===== config.mk =====
export PLATFORM = sky130hd
export DESIGN_NAME = cpu_control_fsm_flat
export DESIGN_NICKNAME = d
export VERILOG_FILES = /design/src/rtl/cpu_control_fsm_pkg.sv /design/src/rtl/cpu_control_fsm_if.sv /design/src/rtl/cpu_control_fsm_branch_cond_eval.sv /design/src/rtl/cpu_control_fsm.sv /design/src/flat_wrapper.sv
export SDC_FILE = /design/constraint.sdc
export NUM_CORES = 1
export LEC_CHECK = 0
export CAP_MARGIN = 20
export CORE_MARGIN = 10
export CORE_UTILIZATION = 50
export CTS_CLUSTER_DIAMETER = 80
export DETAILED_ROUTE_END_ITERATION = 8
export PLACE_DENSITY = 0.79
export SETUP_SLACK_MARGIN = 0.02
export SLEW_MARGIN = 20
export SYNTH_ARGS = -nofsm -noshare
export SYNTH_HDL_FRONTEND = slang
export SYNTH_SLANG_ARGS = --single-unit

===== constraint.sdc =====
create_clock -name clk -period 5.1 [get_ports clk]
set_input_delay 1.02 -clock clk [delete_from_list [all_inputs] [get_ports clk]]
set_output_delay 1.02 -clock clk [all_outputs]
set_load 0.005 [all_outputs]

===== src/rtl/cpu_control_fsm_pkg.sv =====
// ---------------------------------------------------------------------------
// cpu_ctrl_pkg
// Purpose : shared encodings for the CPU instruction-sequencing controller.
//           Holds the state enumeration, the opcode/op field values, the
//           mem_cmd, vsel, one-hot nsel and branch-condition codes, plus the
//           registered-output record and a helper that maps each state to
//           its strobe pattern.
// Ports   : none (package)
// ---------------------------------------------------------------------------
package cpu_ctrl_pkg;

    typedef enum logic [4:0] {
        S_RST, S_IF1, S_IF2, S_UPC, S_DEC,
        S_MOVI, S_GETA, S_GETB, S_EXEC, S_WB,
        S_LGETA, S_SGETA, S_CALC, S_LADDR, S_MRD, S_LWB,
        S_SGETB, S_PASS, S_MWR, S_BR, S_HALT
    } state_t;

    localparam logic [2:0] OPC_BR   = 3'b001;
    localparam logic [2:0] OPC_LDR  = 3'b011;
    localparam logic [2:0] OPC_STR  = 3'b100;
    localparam logic [2:0] OPC_ALU  = 3'b101;
    localparam logic [2:0] OPC_MOV  = 3'b110;
    localparam logic [2:0] OPC_HALT = 3'b111;

    localparam logic [1:0] OP_ADD   = 2'b00;
    localparam logic [1:0] OP_CMP   = 2'b01;
    localparam logic [1:0] OP_AND   = 2'b10;
    localparam logic [1:0] OP_MVN   = 2'b11;
    localparam logic [1:0] OP_MOVSH = 2'b00;
    localparam logic [1:0] OP_MOVI  = 2'b10;

    localparam logic [1:0] MEM_NONE  = 2'b00;
    localparam logic [1:0] MEM_READ  = 2'b01;
    localparam logic [1:0] MEM_WRITE = 2'b10;

    localparam logic [1:0] VSEL_C     = 2'b00;
    localparam logic [1:0] VSEL_PC    = 2'b01;
    localparam logic [1:0] VSEL_IMM   = 2'b10;
    localparam logic [1:0] VSEL_MDATA = 2'b11;

    localparam logic [2:0] NSEL_NONE = 3'b000;
    localparam logic [2:0] NSEL_RN   = 3'b001;
    localparam logic [2:0] NSEL_RD   = 3'b010;
    localparam logic [2:0] NSEL_RM   = 3'b100;

    localparam logic [2:0] COND_AL = 3'b000;
    localparam logic [2:0] COND_EQ = 3'b001;
    localparam logic [2:0] COND_NE = 3'b010;
    localparam logic [2:0] COND_LT = 3'b011;
    localparam logic [2:0] COND_LE = 3'b100;

    typedef struct packed {
        logic [2:0] nsel;
        logic [1:0] vsel;
        logic       write;
        logic       loada;
        logic       loadb;
        logic       loadc;
        logic       loads;
        logic       asel;
        logic       bsel;
        logic       load_ir;
        logic       load_pc;
        logic       reset_pc;
        logic       pc_sel;
        logic       addr_sel;
        logic       load_addr;
        logic [1:0] mem_cmd;
        logic       halted;
    } ctrl_out_t;

    // True for every opcode/op pair the decoder knows how to sequence.
    function automatic logic isLegal(input logic [2:0] opc, input logic [1:0] op);
        logic ok;
        ok = 1'b0;
        case (opc)
            OPC_MOV: ok = (op == OP_MOVI) || (op == OP_MOVSH);
            OPC_ALU, OPC_LDR, OPC_STR, OPC_BR, OPC_HALT: ok = 1'b1;
            default: ok = 1'b0;
        endcase
        return ok;
    endfunction

    // Strobe pattern for a state. EXEC needs the instruction fields because
    // CMP updates status instead of C, and MVN / MOV-shift zero the A input.
    // The branch load_pc is flag-dependent and is added outside this table.
    function automatic ctrl_out_t stateOutputs(input state_t s,
                                               input logic [2:0] opc,
                                               input logic [1:0] op);
        ctrl_out_t o;
        o = '0;
        case (s)
            S_RST:  begin o.reset_pc = 1'b1; o.load_pc = 1'b1; end
            S_IF1:  begin o.addr_sel = 1'b1; o.mem_cmd = MEM_READ; end
            S_IF2:  begin o.addr_sel = 1'b1; o.mem_cmd = MEM_READ; o.load_ir = 1'b1; end
            S_UPC:  o.load_pc = 1'b1;
            S_MOVI: begin o.nsel = NSEL_RN; o.vsel = VSEL_IMM; o.write = 1'b1; end
            S_GETA, S_LGETA, S_SGETA: begin o.nsel = NSEL_RN; o.loada = 1'b1; end
            S_GETB: begin o.nsel = NSEL_RM; o.loadb = 1'b1; end
            S_EXEC: begin
                if (opc == OPC_ALU && op == OP_CMP) o.loads = 1'b1;
                else                                o.loadc = 1'b1;
                o.asel = (opc == OPC_ALU && op == OP_MVN) ||
                         (opc == OPC_MOV && op == OP_MOVSH);
            end
            S_WB:    begin o.nsel = NSEL_RD; o.vsel = VSEL_C; o.write = 1'b1; end
            S_CALC:  begin o.bsel = 1'b1; o.loadc = 1'b1; end
            S_LADDR: o.load_addr = 1'b1;
            S_MRD:   o.mem_cmd = MEM_READ;
            S_LWB:   begin o.mem_cmd = MEM_READ; o.nsel = NSEL_RD; o.vsel = VSEL_MDATA; o.write = 1'b1; end
            S_SGETB: begin o.nsel = NSEL_RD; o.loadb = 1'b1; end
            S_PASS:  begin o.asel = 1'b1; o.loadc = 1'b1; end
            S_MWR:   o.mem_cmd = MEM_WRITE;
            S_BR:    o.pc_sel = 1'b1;
            S_HALT:  o.halted = 1'b1;
            default: o = '0;
        endcase
        return o;
    endfunction

endpackage


===== src/rtl/cpu_control_fsm_if.sv =====
// ---------------------------------------------------------------------------
// cpu_control_fsm_if
// Purpose : bundle between the controller and the datapath / memory side.
// Signals : opcode, op, cond, N, V, Z   decoded fields and status flags
//           nsel ... halted              every controller strobe
//           illegal                      only with CTRL_ILLEGAL_HALT_EN
// Modports: master = controller, slave = datapath/memory/decoder side.
// ---------------------------------------------------------------------------
interface cpu_control_fsm_if;
    logic [2:0] opcode;
    logic [1:0] op;
    logic [2:0] cond;
    logic       N;
    logic       V;
    logic       Z;
    logic [2:0] nsel;
    logic [1:0] vsel;
    logic       write;
    logic       loada;
    logic       loadb;
    logic       loadc;
    logic       loads;
    logic       asel;
    logic       bsel;
    logic       load_ir;
    logic       load_pc;
    logic       reset_pc;
    logic       pc_sel;
    logic       addr_sel;
    logic       load_addr;
    logic [1:0] mem_cmd;
    logic       halted;
`ifdef CTRL_ILLEGAL_HALT_EN
    logic       illegal;
`endif

    modport master (
        input  opcode, op, cond, N, V, Z,
        output nsel, vsel, write, loada, loadb, loadc, loads, asel, bsel,
               load_ir, load_pc, reset_pc, pc_sel, addr_sel, load_addr,
               mem_cmd, halted
`ifdef CTRL_ILLEGAL_HALT_EN
        , output illegal
`endif
    );

    modport slave (
        output opcode, op, cond, N, V, Z,
        input  nsel, vsel, write, loada, loadb, loadc, loads, asel, bsel,
               load_ir, load_pc, reset_pc, pc_sel, addr_sel, load_addr,
               mem_cmd, halted
`ifdef CTRL_ILLEGAL_HALT_EN
        , input illegal
`endif
    );
endinterface


===== src/rtl/cpu_control_fsm_branch_cond_eval.sv =====
// ---------------------------------------------------------------------------
// branch_cond_eval
// Purpose : combinational branch-condition evaluator, kept separate so a
//           later BL/BX extension can reuse it.
// Ports   : i_cond [2:0] condition code, i_n/i_v/i_z status flags,
//           o_taken       1 when the branch should be taken
// ---------------------------------------------------------------------------
module branch_cond_eval
    import cpu_ctrl_pkg::*;
(
    input  logic [2:0] i_cond,
    input  logic       i_n,
    input  logic       i_v,
    input  logic       i_z,
    output logic       o_taken
);

    // Signed less-than is N^V; unused codes never branch.
    always_comb begin
        o_taken = 1'b0;
        case (i_cond)
            COND_AL: o_taken = 1'b1;
            COND_EQ: o_taken = i_z;
            COND_NE: o_taken = ~i_z;
            COND_LT: o_taken = i_n ^ i_v;
            COND_LE: o_taken = (i_n ^ i_v) | i_z;
            default: o_taken = 1'b0;
        endcase
    end

endmodule


===== src/rtl/cpu_control_fsm.sv =====
// ---------------------------------------------------------------------------
// cpu_control_fsm
// Purpose : fetch / decode / execute sequencer. Moore machine with
//           registered strobes; only the branch load_pc follows the flags
//           combinationally.
// Ports   : clk    rising-edge clock
//           reset  synchronous active-high, returns to RST
//           bus    cpu_control_fsm_if.master (fields, flags, all strobes)
// Params  : MEM_WAIT (0..7) extra cycles each memory read is held
// Config  : CTRL_ILLEGAL_HALT_EN - unknown opcode/op halts and raises a
//           sticky 'illegal' output; otherwise it is treated as a NOP.
// ---------------------------------------------------------------------------
module cpu_control_fsm
    import cpu_ctrl_pkg::*;
#(
    parameter int MEM_WAIT = 0
)(
    input  logic                clk,
    input  logic                reset,
    cpu_control_fsm_if.master   bus
);

`ifdef CTRL_ILLEGAL_HALT_EN
    localparam state_t ILLEGAL_NEXT = S_HALT;
`else
    localparam state_t ILLEGAL_NEXT = S_IF1;
`endif

    state_t     r_state;
    ctrl_out_t  r_out;
    logic [2:0] r_waitCnt;
    logic       r_isStore;
    state_t     w_nextState;
    logic       w_waitDone;
    logic       w_taken;

    // The counter starts at zero on entry to a wait state, so the state is
    // held for MEM_WAIT extra cycles.
    assign w_waitDone = (r_waitCnt == 3'(MEM_WAIT));

    // Next-state map. LADDR is shared by loads and stores, so the flavour
    // latched at decode picks the branch out of it.
    function automatic state_t nextState(input state_t s,
                                         input logic [2:0] opc,
                                         input logic [1:0] op,
                                         input logic waitDone,
                                         input logic isStore);
        state_t n;
        n = S_RST;
        case (s)
            S_RST:   n = S_IF1;
            S_IF1:   n = waitDone ? S_IF2 : S_IF1;
            S_IF2:   n = S_UPC;
            S_UPC:   n = S_DEC;
            S_DEC: begin
                case (opc)
                    OPC_MOV:  n = (op == OP_MOVI)  ? S_MOVI :
                                  (op == OP_MOVSH) ? S_GETB : ILLEGAL_NEXT;
                    OPC_ALU:  n = (op == OP_MVN) ? S_GETB : S_GETA;
                    OPC_LDR:  n = S_LGETA;
                    OPC_STR:  n = S_SGETA;
                    OPC_BR:   n = S_BR;
                    OPC_HALT: n = S_HALT;
                    default:  n = ILLEGAL_NEXT;
                endcase
            end
            S_MOVI:  n = S_IF1;
            S_GETA:  n = S_GETB;
            S_GETB:  n = S_EXEC;
            S_EXEC:  n = (opc == OPC_ALU && op == OP_CMP) ? S_IF1 : S_WB;
            S_WB:    n = S_IF1;
            S_LGETA, S_SGETA: n = S_CALC;
            S_CALC:  n = S_LADDR;
            S_LADDR: n = isStore ? S_SGETB : S_MRD;
            S_MRD:   n = waitDone ? S_LWB : S_MRD;
            S_LWB:   n = S_IF1;
            S_SGETB: n = S_PASS;
            S_PASS:  n = S_MWR;
            S_MWR:   n = S_IF1;
            S_BR:    n = S_IF1;
            S_HALT:  n = S_HALT;
            default: n = S_RST;
        endcase
        return n;
    endfunction

    assign w_nextState = nextState(r_state, bus.opcode, bus.op, w_waitDone, r_isStore);

    branch_cond_eval u_branchCond (
        .i_cond  (bus.cond),
        .i_n     (bus.N),
        .i_v     (bus.V),
        .i_z     (bus.Z),
        .o_taken (w_taken)
    );

`ifdef CTRL_ILLEGAL_HALT_EN
    logic r_illegal;
`endif

    // State register plus the registered strobe pattern of the state being
    // entered, so every output comes straight from a flop.
    always_ff @(posedge clk) begin
        if (reset) begin
            r_state   <= S_RST;
            r_out     <= stateOutputs(S_RST, 3'b000, 2'b00);
            r_waitCnt <= '0;
            r_isStore <= 1'b0;
`ifdef CTRL_ILLEGAL_HALT_EN
            r_illegal <= 1'b0;
`endif
        end else begin
            r_state <= w_nextState;
            r_out   <= stateOutputs(w_nextState, bus.opcode, bus.op);
            if ((r_state == S_IF1 || r_state == S_MRD) && !w_waitDone)
                r_waitCnt <= r_waitCnt + 3'd1;
            else
                r_waitCnt <= '0;
            if (r_state == S_DEC)
                r_isStore <= (bus.opcode == OPC_STR);
`ifdef CTRL_ILLEGAL_HALT_EN
            if (r_state == S_DEC && !isLegal(bus.opcode, bus.op))
                r_illegal <= 1'b1;
`endif
        end
    end

`ifdef CTRL_ILLEGAL_HALT_EN
    assign bus.illegal = r_illegal;
`endif

    assign bus.nsel      = r_out.nsel;
    assign bus.vsel      = r_out.vsel;
    assign bus.write     = r_out.write;
    assign bus.loada     = r_out.loada;
    assign bus.loadb     = r_out.loadb;
    assign bus.loadc     = r_out.loadc;
    assign bus.loads     = r_out.loads;
    assign bus.asel      = r_out.asel;
    assign bus.bsel      = r_out.bsel;
    assign bus.load_ir   = r_out.load_ir;
    // Branch target load depends on the live flags while in BR.
    assign bus.load_pc   = r_out.load_pc | ((r_state == S_BR) & w_taken);
    assign bus.reset_pc  = r_out.reset_pc;
    assign bus.pc_sel    = r_out.pc_sel;
    assign bus.addr_sel  = r_out.addr_sel;
    assign bus.load_addr = r_out.load_addr;
    assign bus.mem_cmd   = r_out.mem_cmd;
    assign bus.halted    = r_out.halted;

endmodule

===== src/flat_wrapper.sv =====
// flat-port wrapper written by rule: the top's interface ports become plain ports
module cpu_control_fsm_flat import cpu_ctrl_pkg::*;
#(
    parameter int MEM_WAIT = 0
)
  (clk, reset, bus_opcode, bus_op, bus_cond, bus_N, bus_V, bus_Z, bus_nsel, bus_vsel, bus_write, bus_loada, bus_loadb, bus_loadc, bus_loads, bus_asel, bus_bsel, bus_load_ir, bus_load_pc, bus_reset_pc, bus_pc_sel, bus_addr_sel, bus_load_addr, bus_mem_cmd, bus_halted);
  cpu_control_fsm_if bus_i ();
  input  logic clk;
  input  logic reset;
  input wire logic [$bits(bus_i.opcode)-1:0] bus_opcode;
  input wire logic [$bits(bus_i.op)-1:0] bus_op;
  input wire logic [$bits(bus_i.cond)-1:0] bus_cond;
  input wire logic [$bits(bus_i.N)-1:0] bus_N;
  input wire logic [$bits(bus_i.V)-1:0] bus_V;
  input wire logic [$bits(bus_i.Z)-1:0] bus_Z;
  output wire logic [$bits(bus_i.nsel)-1:0] bus_nsel;
  output wire logic [$bits(bus_i.vsel)-1:0] bus_vsel;
  output wire logic [$bits(bus_i.write)-1:0] bus_write;
  output wire logic [$bits(bus_i.loada)-1:0] bus_loada;
  output wire logic [$bits(bus_i.loadb)-1:0] bus_loadb;
  output wire logic [$bits(bus_i.loadc)-1:0] bus_loadc;
  output wire logic [$bits(bus_i.loads)-1:0] bus_loads;
  output wire logic [$bits(bus_i.asel)-1:0] bus_asel;
  output wire logic [$bits(bus_i.bsel)-1:0] bus_bsel;
  output wire logic [$bits(bus_i.load_ir)-1:0] bus_load_ir;
  output wire logic [$bits(bus_i.load_pc)-1:0] bus_load_pc;
  output wire logic [$bits(bus_i.reset_pc)-1:0] bus_reset_pc;
  output wire logic [$bits(bus_i.pc_sel)-1:0] bus_pc_sel;
  output wire logic [$bits(bus_i.addr_sel)-1:0] bus_addr_sel;
  output wire logic [$bits(bus_i.load_addr)-1:0] bus_load_addr;
  output wire logic [$bits(bus_i.mem_cmd)-1:0] bus_mem_cmd;
  output wire logic [$bits(bus_i.halted)-1:0] bus_halted;
  assign bus_i.opcode = bus_opcode;
  assign bus_i.op = bus_op;
  assign bus_i.cond = bus_cond;
  assign bus_i.N = bus_N;
  assign bus_i.V = bus_V;
  assign bus_i.Z = bus_Z;
  assign bus_nsel = bus_i.nsel;
  assign bus_vsel = bus_i.vsel;
  assign bus_write = bus_i.write;
  assign bus_loada = bus_i.loada;
  assign bus_loadb = bus_i.loadb;
  assign bus_loadc = bus_i.loadc;
  assign bus_loads = bus_i.loads;
  assign bus_asel = bus_i.asel;
  assign bus_bsel = bus_i.bsel;
  assign bus_load_ir = bus_i.load_ir;
  assign bus_load_pc = bus_i.load_pc;
  assign bus_reset_pc = bus_i.reset_pc;
  assign bus_pc_sel = bus_i.pc_sel;
  assign bus_addr_sel = bus_i.addr_sel;
  assign bus_load_addr = bus_i.load_addr;
  assign bus_mem_cmd = bus_i.mem_cmd;
  assign bus_halted = bus_i.halted;
  cpu_control_fsm #(.MEM_WAIT(MEM_WAIT)) u_core (.clk(clk), .reset(reset), .bus(bus_i));
endmodule

==> flow_summary.ini, run 1 <==
[run_status]
status = complete, no violations

[clocking]
clock_sinks = 30
cts-htree-levels = 2
cts_tree = yes
post_cts_buffers = 0
numCtsBuffers = 5
clkLatencyLatePin_ns = 0.33
path_clk_slew_ns = 0.09
clockBufferDepth = 2
cts_resized = 0
root_buffer = clkbuf_4
cts_hold_buffers = 0

[sta]
finalSetupTns_ns = 0
rsz0062_at_grt = false
slew_viol_final = 0
finalHoldViolCount = 0
period_share = 0.752
worst_clock_skew_ns = 0.0156
max_freq_mhz = 261
worstMarginPinSlew_ns = 0.675
setup_slack_ns = 1.27
slew_headroom = 0.548
min_period_ns = 3.83
setup_viol = 0

[finish]
drive_gt1_frac = 0.0516
syn2layout_area_growth_pct = 22.6
num-nets-final = 227
layout_commonest_cell = clkdlybuf4s50_1
final_cell_mix = clkdlybuf4s50_1, dfxtp_1, nor2_1
fin_cells = 257
fill_cells = 268
n_antenna_cell = 0

[critical_path]
crit_required_ns = 4.08
arrival_ns = 2.81
crit_type = input pin to output port
ff2ff_setup_slack_ns = 2.68
cpMaxStageDelayCell = clkdlybuf4s50_1
regToRegEndpoint = u_core.bus.loadb$_SDFF_PP0_
slowest_delay_ns = 0.50
reg2reg_from = u_core.r_state[3]$_SDFF_PP0_
cp_common_cell = clkdlybuf4s50_1
worstRegToRegCells = 6
path_cells = clkdlybuf4s50_1 -> xor2_1 -> nand2_1 -> nand3_1 -> o21ai_0 -> o32ai_1 -> a41o_1 -> clkdlybuf4s50_1
crit_path_start_kind = input pin
cp-end-kind = output port
crit_path_max_fanout = 3

[place]
dpl.hpwl_mm = 2.85
io_buffers = 33
place.gp.congestion = 0.834
pre_cts_ws_ns = 1.26
place_inst = 249

[floorplanning]
die_w_um = 76.1
start_util = 0.520
fp.dieH_um = 76.1
core_area_mm2 = 0.00303
die_area_mm2 = 0.00580
ios = 34
rows = 20

[global_route]
grt_pass1_wl_mm = 6.78
grt-ovfl-total = 0
grt_max_degree = 21
grt_pass1_vias = 1482
antenna_found_initial = 0
track_usage = 0.137

[hold_path]
hp-start = u_core.r_isStore$_SDFFE_PP0P_
hold_path_depth = 2
min_to = u_core.r_isStore$_SDFFE_PP0P_
min_path_type = flip-flop to flip-flop

[yosys]
synthCells = 189
ys_warn_count = 0
netlist-cell-type-count = 51
syn_area_per_cell_um2 = 8.33
ys_ff_latch = 30
synth_edf_count = 0
yosys.area.top_type_share = 0.381
yosys-top-cells-area = dfxtp_1, nor2_1, nand2_1
synth_ff_type = dfxtp_1
yosysSeqAreaShare = 0.381
synth_top_area_cell = dfxtp_1
synth_async_sr_flop_share = 0
syn_nets = 204
synth_area_mm2 = 0.00158

[routing]
routedWlPerCell_um = 15.3
num_vias = 1469
drt-vias-per-instance = 5.72
ant_nets = 0
drtIter0Drc = 143
drt_pass1_iterations = 5
drc = 0
wirelength_mm = 3.93

[pwr]
max-vdd-ir-drop_uv = 309
power_density_mw_per_mm2 = 323
cellLeakagePower_nw = 0.722

[job]
max_cap_viol_count = 0
layout make-up:
cell class                      count  area, um^2  share of cell area
Tap cell                           44        55.1              0.0285
Clock inverter                      1        30.0              0.0156
Inverter                            6        22.5              0.0117
Multi-Input combinational cell    136         847               0.439
Timing Repair Buffer               33         330               0.171
Clock buffer                        7        45.0              0.0233
Sequential cell                    30         601               0.311
registers in the layout, indices dropped and copies added, names as in the netlist, 2 cells and up:
register            flops
u_core.bus.vsel         2
u_core.bus.mem_cmd      2
u_core.r_state          5
u_core.bus.nsel         3
u_core.r_waitCnt        3
per-stage QoR:
step / hold WS, ns / area [um^2] / total power [mW] / util
global placement: 0.490 / 1860 / 0.435 / 0.613
floorplan: 0.458 / 1580 / 0.388 / -
global route: 0.557 / 1930 / 0.655 / 0.638
detailed placement: 0.490 / 1860 / 0.441 / 0.613
finish: 0.519 / 1930 / 0.623 / 0.638
CTS: 0.513 / 1930 / 0.621 / 0.638
synth_stat cells (2+ instances only):
cell type	count
xor2_1	3
o311ai_0	2
nor3_1	10
ha_1	2
a32oi_1	2
buf_4	7
o31ai_1	2
clkbuf_1	3
buf_2	6
or4_1	2
nand3_1	9
nand2_1	15
o21ai_0	6
dfxtp_1	30
a21oi_1	10
inv_1	6
nand2b_1	6
a211o_1	2
nor2_1	16
o211ai_1	2
and2_1	6
nor2b_1	7
nand3b_1	2
nor3b_1	5
a22oi_1	2
report_power, final:
group | switching, mW | internal [mW] | leakage, nW
logic | 0.0918 | 0.0746 | 0.439
clock network | 0.0807 | 0.104 | 0.0395
registers | 0.0197 | 0.252 | 0.244
total | 0.192 | 0.431 | 0.722
worst max-delay path, delay by kind of cell:
family	cells	cell delay, ns
simple gates	2	0.17
buf+inv	2	0.98
xor+xnor	1	0.24
compound gates	3	0.42
kinds of logic after synthesis:
family	synth area share
compound gates	0.203
xor+xnor	0.0222
buf+inv	0.0810
simple gates	0.296
flops	0.381
fa+ha+maj	0.0159
worst max-delay path by stage:
stage                      from          end  cells after the start
after floorplan           bus_V  bus_load_pc                      6
after global placement    bus_N  bus_load_pc                      8
after detailed placement  bus_V  bus_load_pc                      8
after CTS                 bus_V  bus_load_pc                      8
after global routing      bus_N  bus_load_pc                      8
final                     bus_V  bus_load_pc                      8
routing by layer:
metal	vias to the layer above	wire length [um]	GRT usage
met5	-	0	0
met4	0	53	0.0372
met3	8	340	0.0542
met2	68	1860	0.227
met1	667	1680	0.159
li1	726	-	-
Power figures use the tool's default switching activity.
==> inputs of run 2 (changes only) <==
Clock period 5.1 ns to 3.8 ns, I/O delays scaled along.
==> flow_summary.ini, run 2 (synthesis results as in run 1) <==
[sta]
worst_clock_skew_ns = 0.0143
rsz0062_at_grt = false
setup_viol = 0
slew_viol_final = 0
period_share = 0.880
finalSetupTns_ns = 0
worstMarginPinSlew_ns = 0.683
min_period_ns = 3.34
finalHoldViolCount = 0
max_freq_mhz = 299
slew_headroom = 0.543

[routing]
drc = 0
routedWlPerCell_um = 15.4
drt-vias-per-instance = 5.66
wirelength_mm = 3.96
drtIter0Drc = 222
num_vias = 1455
ant_nets = 0
drt_pass1_iterations = 4

[critical_path]
cpMaxStageDelayCell = clkdlybuf4s50_1
reg2reg_from = u_core.r_state[3]$_SDFF_PP0_
critPathTopFamily = buffers and inverters
worstRegToRegCells = 6
slowest_delay_ns = 0.50
path_cells = clkdlybuf4s50_1 -> xor2_1 -> nand2_1 -> nand3_1 -> o21ai_0 -> o32ai_1 -> a41o_1 -> clkdlybuf4s50_1
crit_path_max_fanout = 3
crit_required_ns = 3.04
crit_buf_inv = 2
crit_type = input pin to output port
cp-end-kind = output port
crit_start = bus_V
arrival_ns = 2.58
cp_common_cell = clkdlybuf4s50_1
ff2ff_setup_slack_ns = 1.37
regToRegEndpoint = u_core.bus.loadb$_SDFF_PP0_
crit_path_start_kind = input pin

[pwr]
pwr-share-comb = 0.284
power_uw = 790
p_seq_frac = 0.461
p_switching_uw = 263
power_density_mw_per_mm2 = 412
p_int_uw = 527
cellLeakagePower_nw = 0.717
switching_share = 0.333
max-vdd-ir-drop_uv = 326
pwr-share-clk = 0.255

[global_route]
track_usage = 0.138
grt_max_degree = 21
grt_pass1_wl_mm = 6.82
grt_pass1_vias = 1445
antenna_found_initial = 0
grt-ovfl-total = 0

[place]
dpl.hpwl_mm = 2.88
place.gp.congestion = 0.836
place_area_mm2 = 0.00186
io_buffers = 33

[floorplanning]
start_util = 0.520
fp.dieH_um = 76.1
rows = 20
core_area_mm2 = 0.00303
die_w_um = 76.1
ios = 34
die_area_mm2 = 0.00580

[hold_path]
hold_path_depth = 2
hp-start = u_core.r_isStore$_SDFFE_PP0P_
min_path_type = flip-flop to flip-flop
min_to = u_core.r_isStore$_SDFFE_PP0P_

[finish]
largest_reg_flops = 5
final_cell_mix = clkdlybuf4s50_1, dfxtp_1, nor2_1
n_antenna_cell = 0
multi_input_area_um2 = 847
fin_area_mm2 = 0.00192
drive_gt1_frac = 0.0610
finalCoreUtilization = 0.634
regArea_um2 = 601
largest_register = u_core.r_state
num-nets-final = 227
layout_commonest_cell = clkdlybuf4s50_1
syn2layout_area_growth_pct = 21.8
fill_cells = 273

[clocking]
post_cts_buffers = 0
cts_hold_buffers = 0
root_buffer = clkbuf_4
cts-htree-levels = 2
clock_sinks = 30
cts_tree = yes
clockBufferDepth = 2
cts_resized = 0
numCtsBuffers = 5
path_clk_slew_ns = 0.10
clkLatencyLatePin_ns = 0.33

[job]
max_cap_viol_count = 0

[run_status]
status = complete, no violations
## run 2: changes by cell type in the layout (fill, tap and decap cells not counted)
cell | previous run | this run
clkbuf_1 | 2 | 0
bufinv_16 | 1 | 0
clkbuf_8 | 0 | 1
clkinv_2 | 0 | 1
clkinvlp_4 | 0 | 1
## run 2: how the worst max path moves through the flow
stage	to	slack [ns]	cells past startpoint
3_3_place_gp	bus_load_pc	0.58	8
2_1_floorplan	bus_load_pc	1.57	6
3_5_place_dp	bus_load_pc	0.46	8
4_1_cts	bus_load_pc	0.46	8
6_report	bus_load_pc	0.46	8
5_1_grt	bus_load_pc	0.27	8
## run 2: final cells by class
| cell class | instances | area share |
|---|---|---|
| multi-input cells | 136 | 0.441 |
| flip-flops and latches | 30 | 0.313 |
| repair buffers | 33 | 0.172 |
| well taps | 44 | 0.0287 |
| clock buffers | 6 | 0.0267 |
| inverters | 6 | 0.0117 |
| clock inverters | 2 | 0.00652 |
## run 2: power groups by stage
stage                     sequential [mW]  clock [mW]  combinational (mW)
after CTS                           0.364       0.204               0.222
after detailed placement            0.371           0               0.220
after floorplan                     0.356           0               0.164
final                               0.365       0.201               0.224
after global routing                0.368       0.221               0.250
after global placement              0.370           0               0.214
## run 2: worst reg2reg max path, delay by kind of cell (launching register included)
| kind | cells | cell delay, ns |
|---|---|---|
| AND/OR/NAND/NOR | 3 | 1.27 |
| flip-flops | 1 | 0.68 |
| AO/OA/AOI/OAI | 3 | 0.42 |
## run 2: stage by stage
step | cells | setup WS [ns] | hold slack (ns)
floorplan | 189 | 1.57 | 0.458
global placement | 249 | 0.580 | 0.490
detailed placement | 249 | 0.461 | 0.490
CTS | 257 | 0.462 | 0.511
global route | 257 | 0.268 | 0.551
finish | 257 | 0.456 | 0.519
## run 2: layer usage
layer  track usage  wire length (um)  vias to the layer above
met4        0.0446                39                        0
met5             0                 0                        -
li1              -                 -                      722
met1         0.165              1720                      676
met2         0.224              1930                       51
met3        0.0507               273                        6
==> inputs of run 3 (changes only) <==
Settings changed: GPL_ROUTABILITY_DRIVEN from default to 1.
==> results of run 3 <==
The final DEF is identical to that of run 2; final timing and power are the same.
